<file path="config.mk">
export PLATFORM = sky130hd
export DESIGN_NAME = qam_tx_sequencer
export DESIGN_NICKNAME = d
export VERILOG_FILES = /design/src/rtl/qam_tx_sequencer.sv
export SDC_FILE = /design/constraint.sdc
export NUM_CORES = 1
export LEC_CHECK = 0
export CAP_MARGIN = 20
export CORE_MARGIN = 2
export CORE_UTILIZATION = 46
export CTS_CLUSTER_DIAMETER = 100
export DETAILED_ROUTE_END_ITERATION = 10
export PLACE_DENSITY = 0.7
export SETUP_SLACK_MARGIN = 0.02
export SLEW_MARGIN = 20
export SYNTH_ARGS = -nofsm -noshare
export SYNTH_HDL_FRONTEND = slang
export SYNTH_SLANG_ARGS = --single-unit
export TNS_END_PERCENT = 5
</file>
<file path="constraint.sdc">
create_clock -name clk -period 4.7 [get_ports clk]
set_input_delay 1.175 -clock clk [delete_from_list [all_inputs] [get_ports clk]]
set_output_delay 1.175 -clock clk [all_outputs]
set_load 0.02 [all_outputs]
</file>
<file path="src/rtl/qam_tx_sequencer.sv">
`default_nettype none
// qam_tx_sequencer -- PREAMBLE/DATA/GUARD frame sequencer driving carrier and symbol strobes.
// Revision 1.0
module qam_tx_sequencer #(
  parameter int CARRIER_DIV     = 4,
  parameter int SAMPLES_PER_SYM = 16,
  parameter int PREAMBLE_SYMS   = 8,
  parameter int GUARD_SYMS      = 4
) (
  input  logic       clk,
  input  logic       rst,
  input  logic       start_i,
  input  logic       abort_i,
  input  logic [7:0] frame_len_i,
  input  logic       sym_valid_i,
  input  logic [3:0] sym_data_i,
  output logic       sym_ready_o,
  output logic       carrier_en_o,
  output logic       sym_load_o,
  output logic [1:0] sym_i_o,
  output logic [1:0] sym_q_o,
  output logic       tx_on_o,
  output logic       busy_o,
  output logic       done_o,
  output logic       underrun_o
);

  localparam int SW = $clog2(CARRIER_DIV);
  localparam int PW = $clog2(SAMPLES_PER_SYM);
  localparam logic [SW-1:0] SAMP_LAST  = SW'(CARRIER_DIV - 1);
  localparam logic [PW-1:0] PHASE_LAST = PW'(SAMPLES_PER_SYM - 1);
  localparam logic [7:0]    PRE_LAST   = 8'(PREAMBLE_SYMS - 1);
  localparam logic [7:0]    GRD_LAST   = 8'(GUARD_SYMS - 1);

  typedef enum logic [1:0] {
    ST_IDLE     = 2'd0,
    ST_PREAMBLE = 2'd1,
    ST_DATA     = 2'd2,
    ST_GUARD    = 2'd3
  } state_e;

  state_e          state_q, state_d;
  logic [SW-1:0]   samp_q, samp_d;
  logic [PW-1:0]   phase_q, phase_d;
  logic [7:0]      cnt_q, cnt_d;
  logic [7:0]      flen_q, flen_d;
  logic [1:0]      si_q, si_d;
  logic [1:0]      sq_q, sq_d;
  logic            load_q, load_d;
  logic            done_q, done_d;
  logic            ur_q, ur_d;

  logic            busy;
  logic            carrier_en;
  logic            sym_tick;
  logic            xfer_slot;
  logic [1:0]      in_i, in_q;

  assign busy       = (state_q != ST_IDLE);
  assign carrier_en = busy && (samp_q == SAMP_LAST);
  assign sym_tick   = carrier_en && (phase_q == PHASE_LAST);
  // Nine-bit compare keeps cnt < frame_len-1 safe when frame_len is 1.
  assign xfer_slot  = ((state_q == ST_PREAMBLE) && (cnt_q == PRE_LAST)) ||
                      ((state_q == ST_DATA) && (({1'b0, cnt_q} + 9'd1) < {1'b0, flen_q}));
  assign in_i       = sym_valid_i ? sym_data_i[3:2] : 2'b00;
  assign in_q       = sym_valid_i ? sym_data_i[1:0] : 2'b00;

  assign sym_ready_o  = sym_tick && xfer_slot && !abort_i;
  assign carrier_en_o = carrier_en;
  assign sym_load_o   = load_q;
  assign sym_i_o      = si_q;
  assign sym_q_o      = sq_q;
  assign tx_on_o      = (state_q == ST_PREAMBLE) || (state_q == ST_DATA);
  assign busy_o       = busy;
  assign done_o       = done_q;
  assign underrun_o   = ur_q;

  always_comb begin
    state_d = state_q;
    samp_d  = samp_q;
    phase_d = phase_q;
    cnt_d   = cnt_q;
    flen_d  = flen_q;
    si_d    = si_q;
    sq_d    = sq_q;
    load_d  = 1'b0;
    done_d  = 1'b0;
    ur_d    = ur_q;

    if (busy) begin
      samp_d = carrier_en ? '0 : samp_q + SW'(1);
      if (carrier_en) begin
        phase_d = (phase_q == PHASE_LAST) ? '0 : phase_q + PW'(1);
      end
    end

    case (state_q)
      ST_IDLE: begin
        samp_d  = '0;
        phase_d = '0;
        cnt_d   = '0;
        if (start_i && (frame_len_i != 8'd0)) begin
          state_d = ST_PREAMBLE;
          flen_d  = frame_len_i;
          si_d    = 2'b11;
          sq_d    = 2'b11;
          load_d  = 1'b1;
          ur_d    = 1'b0;
        end
      end
      ST_PREAMBLE, ST_DATA: begin
        if (abort_i) begin
          state_d = ST_GUARD;
          samp_d  = '0;
          phase_d = '0;
          cnt_d   = '0;
          si_d    = 2'b00;
          sq_d    = 2'b00;
          load_d  = 1'b1;
        end else if (sym_tick) begin
          load_d = 1'b1;
          cnt_d  = cnt_q + 8'd1;
          if ((state_q == ST_PREAMBLE) && (cnt_q != PRE_LAST)) begin
            // Next preamble symbol index is cnt+1: even -> 11, odd -> 00.
            si_d = {2{cnt_q[0]}};
            sq_d = {2{cnt_q[0]}};
          end else if (xfer_slot) begin
            si_d = in_i;
            sq_d = in_q;
            if (!sym_valid_i) begin
              ur_d = 1'b1;
            end
            if (state_q == ST_PREAMBLE) begin
              state_d = ST_DATA;
              cnt_d   = '0;
            end
          end else begin
            state_d = ST_GUARD;
            cnt_d   = '0;
            si_d    = 2'b00;
            sq_d    = 2'b00;
          end
        end
      end
      ST_GUARD: begin
        if (sym_tick) begin
          load_d = 1'b1;
          si_d   = 2'b00;
          sq_d   = 2'b00;
          if (cnt_q == GRD_LAST) begin
            state_d = ST_IDLE;
            cnt_d   = '0;
            done_d  = 1'b1;
          end else begin
            cnt_d = cnt_q + 8'd1;
          end
        end
      end
      default: begin
        state_d = ST_IDLE;
      end
    endcase
  end

  always_ff @(posedge clk) begin
    if (rst) begin
      state_q <= ST_IDLE;
      samp_q  <= '0;
      phase_q <= '0;
      cnt_q   <= '0;
      flen_q  <= '0;
      si_q    <= '0;
      sq_q    <= '0;
      load_q  <= 1'b0;
      done_q  <= 1'b0;
      ur_q    <= 1'b0;
    end else begin
      state_q <= state_d;
      samp_q  <= samp_d;
      phase_q <= phase_d;
      cnt_q   <= cnt_d;
      flen_q  <= flen_d;
      si_q    <= si_d;
      sq_q    <= sq_d;
      load_q  <= load_d;
      done_q  <= done_d;
      ur_q    <= ur_d;
    end
  end

endmodule
`default_nettype wire

</file>
==> impl_results.rst <==
.. list-table::
   :header-rows: 1

   * - Metric
     - Value
   * - Outcome
     - complete, no violations
   * - Filler cell count in the final layout
     - 362
   * - Power density over cell area
     - 435 mW/mm^2
   * - DRC marker count from the first detailed-route iteration
     - 45
   * - Pre-Repair DR Iteration Count
     - 4
   * - Fmax
     - 0.233 GHz
   * - Tcrit/Tclk final
     - 0.915
   * - Endpoint of the worst hold-timing path
     - flen_q[3]
   * - Vias in the first global route
     - 1,502
   * - Post-detailed-routing wire length
     - 3.85 mm
   * - Relative area change from synthesis to final layout
     - 23.3%
   * - Top flip-flop cell by instance count after synthesis
     - dfxtp_1
   * - Type of the setup path with the least slack
     - flop to output port
   * - Max-slew violations
     - 0
   * - Clock transition time at the flip-flop clock pins of the worst setup and hold paths
     - 0.06 ns
   * - Global Route Usage Sum
     - 0.190
   * - Sum of negative setup slack
     - 0 ns
   * - Effective utilization at floorplan
     - 0.491
   * - Final Hold Fails
     - 0
   * - Slew HR
     - 0.461
   * - Avg WL per Cell
     - 12.8 um
   * - Register-to-Register Path Depth
     - 12
   * - Synthesized netlist cell count
     - 219
   * - Peak supply drop
     - 0.313 mV
   * - Number of flops mapped to enable cells by yosys
     - 0
   * - Count of buffers added by post-CTS timing repair for setup
     - 0
   * - Hold buffer count at cts
     - 0
   * - Number of maximum-capacitance violations
     - 0
   * - Share of cells above drive strength 1
     - 0.0952
   * - Final critical path time including I/O delays and setup
     - 4.30 ns
   * - Die X
     - 67.2 um
   * - Number of buffers inserted during clock tree synthesis
     - 5
   * - Site Rows
     - 22
   * - Yosys warnings
     - 0
   * - Count of endpoints failing setup in the final report
     - 0
   * - Critical path data arrival time
     - 3.13 ns
   * - Number of levels the H-tree was split into
     - 2
   * - Remaining global-route overflow
     - 0
   * - Post-synthesis average cell area
     - 8.40 sq um
   * - Antenna violations before repair
     - 0
   * - Floorplan die area
     - 0.00452 sq mm
   * - Post-route insts no fill
     - 300
   * - Reg-to-reg critical path endpoint
     - cnt_q[2]
   * - Total via count after detailed routing
     - 1,636
   * - Crit path max fanout
     - 4
   * - Antenna viol nets, final
     - 0
   * - Number of distinct library cells after synthesis
     - 50
   * - Crit. End Element
     - output port
   * - Syn nets
     - 252
   * - Sequential share of the synthesized area
     - 0.337
   * - TritonCTS clock tree
     - yes
   * - Routability congestion estimate from global placement
     - 0.802
   * - Total placed cells including tap cells
     - 292
   * - Quantity of I/O buffers inserted on ports
     - 27
   * - Data required time of the critical path
     - 3.52 ns
   * - Pin slew with the least headroom to its limit
     - 0.806 ns
   * - Post-synthesis instance area
     - 0.00184 sq mm
   * - Core Area
     - 0.00374 sq mm
   * - Share of flip-flops with an asynchronous set or reset
     - 0
   * - Maximum number of pins on one net before global-route repair
     - 24
   * - Register-to-register path setup slack
     - 1.45 ns
   * - Seq cells post-synth
     - 31
   * - Final-stage net count
     - 284
   * - Worst hold path stage count
     - 2
   * - Vias per cell
     - 5.45
   * - Hold Crit Class
     - flop to flop
   * - Antenna cells
     - 0
   * - Post-route DRC
     - 0
   * - Vertical extent of the die
     - 67.2 um
   * - Number of I/O pins
     - 28
   * - Highest-count cells in the layout ignoring fill and taps
     - dfxtp_1, clkdlybuf4s50_1, nand2_1
   * - TritonCTS sink count
     - 31
   * - Clk buf depth
     - 2
   * - Start of the worst register-to-register path
     - cnt_q[1]
   * - Leading cell type in the layout, fill and taps excluded
     - dfxtp_1
   * - Sum of net half-perimeters after detailed placement
     - 2.98 mm
   * - Startpoint of the lowest-slack hold path
     - flen_q[3]
   * - Critical Path Source Type
     - flop
   * - Global-route wire length before repair
     - 6.41 mm
   * - Unrepaired setup endpoints after global routing
     - false
   * - Clk Latency, worst-skew pair
     - 0.28 ns
   * - P_leak
     - 0.884 nW
   * - Setup Skew
     - 0.00323 ns
   * - Clk Tree Root Cell
     - clkbuf_8
-- synthesized netlist by cell type (all sizes together) (4+ instances only) --
| cell type | count | area share |
|---|---|---|
| nand3 | 16 | 0.044 |
| a21oi | 20 | 0.056 |
| clkbuf | 5 | 0.010 |
| dfxtp | 31 | 0.34 |
| nand2b | 5 | 0.017 |
| ha | 16 | 0.11 |
| xnor2 | 4 | 0.019 |
| nor2 | 13 | 0.027 |
| a2111oi | 4 | 0.022 |
| nor3 | 5 | 0.014 |
| o21ai | 10 | 0.027 |
| nand2 | 24 | 0.049 |
| a32o | 5 | 0.028 |
| or2 | 4 | 0.014 |
| inv | 14 | 0.029 |
-- routing by layer --
metal | track usage | part of all wire | up-vias | wire (um)
met2 | 0.319 | 0.48 | 22 | 1850
li1 | - | - | 854 | -
met3 | 0.0667 | 0.035 | 4 | 136
met1 | 0.223 | 0.47 | 756 | 1800
met5 | 0 | 0 | - | 0
met4 | 0.0689 | 0.014 | 0 | 55
-- worst max-delay path, stage by stage (launching register included) --
cell      delay [ns]
dfxtp_1         0.35
ha_1            0.17
nand3_1         0.07
or2_1           0.24
and2_1          0.17
or2_2           0.30
ha_1            0.29
and3_1          0.18
a221oi_1        0.25
o21ai_1         0.18
o21a_1          0.22
nor3_1          0.21
clkbuf_2        0.21
-- cell families (layout without fill, tap and decap cells) --
family          after synthesis  count (layout)  synth area share
mux                           3               3            0.0163
compound gates               58              58             0.222
buf+inv                      20              53            0.0429
xor+xnor                      7               7            0.0333
flops                        31              31             0.337
fa+ha+maj                    16              16             0.109
simple gates                 84              84             0.239
-- cell type report --
type                       count  area (sq um)  area share
clock buffer                   8           100      0.0441
inverter                      14          52.6      0.0232
multi-input combinational    168          1140       0.502
sequential                    31           621       0.274
tap                           48          60.1      0.0265
timing repair buffer          31           295       0.130
-- state kept, by name, indices dropped and copies added, names as in the netlist --
register / count
samp_q: 2
cnt_q: 8
underrun_o: 1
sym_i_o: 2
flen_q: 8
sym_load_o: 1
phase_q: 4
sym_q_o: 2
state_q: 2
done_o: 1
-- repair_timing --
| item | in CTS | in global routing |
|---|---|---|
| setup endpoints to repair | 1 | 1 |
| resized for setup | 1 | 3 |
| hold endpoints to repair | 0 | 0 |
-- through the flow --
step           power, W   util  setup WS (ns)  area, sq um  hold slack, ns
5_1_grt         0.00106  0.606          0.105         2270           0.469
6_report       0.000987  0.606          0.399         2270           0.457
3_5_place_dp   0.000763  0.581          0.247         2170           0.450
2_1_floorplan  0.000628      -          0.593         1840           0.436
4_1_cts        0.000998  0.607          0.197         2270           0.458
3_3_place_gp   0.000761  0.581          0.288         2170           0.446
-- where the power goes --
| part | switching, W | leakage, nW | internal (W) |
|---|---|---|---|
| clock | 0.0000973 | 0.0515 | 0.000133 |
| sequential | 0.0000226 | 0.253 | 0.000303 |
| combinational | 0.000251 | 0.579 | 0.000180 |
| total | 0.000371 | 0.884 | 0.000617 |
-- worst max path at each step --
stage / startpoint / to / slack (ns) / cells after the start
floorplan: cnt_q[0] / sym_ready_o / 0.59 / 11
global placement: cnt_q[1] / sym_ready_o / 0.29 / 12
detailed placement: cnt_q[1] / sym_ready_o / 0.25 / 12
CTS: cnt_q[1] / sym_ready_o / 0.20 / 12
global route: cnt_q[1] / sym_ready_o / 0.11 / 12
finish: cnt_q[1] / sym_ready_o / 0.40 / 12
(Power assumes the default switching activity.)
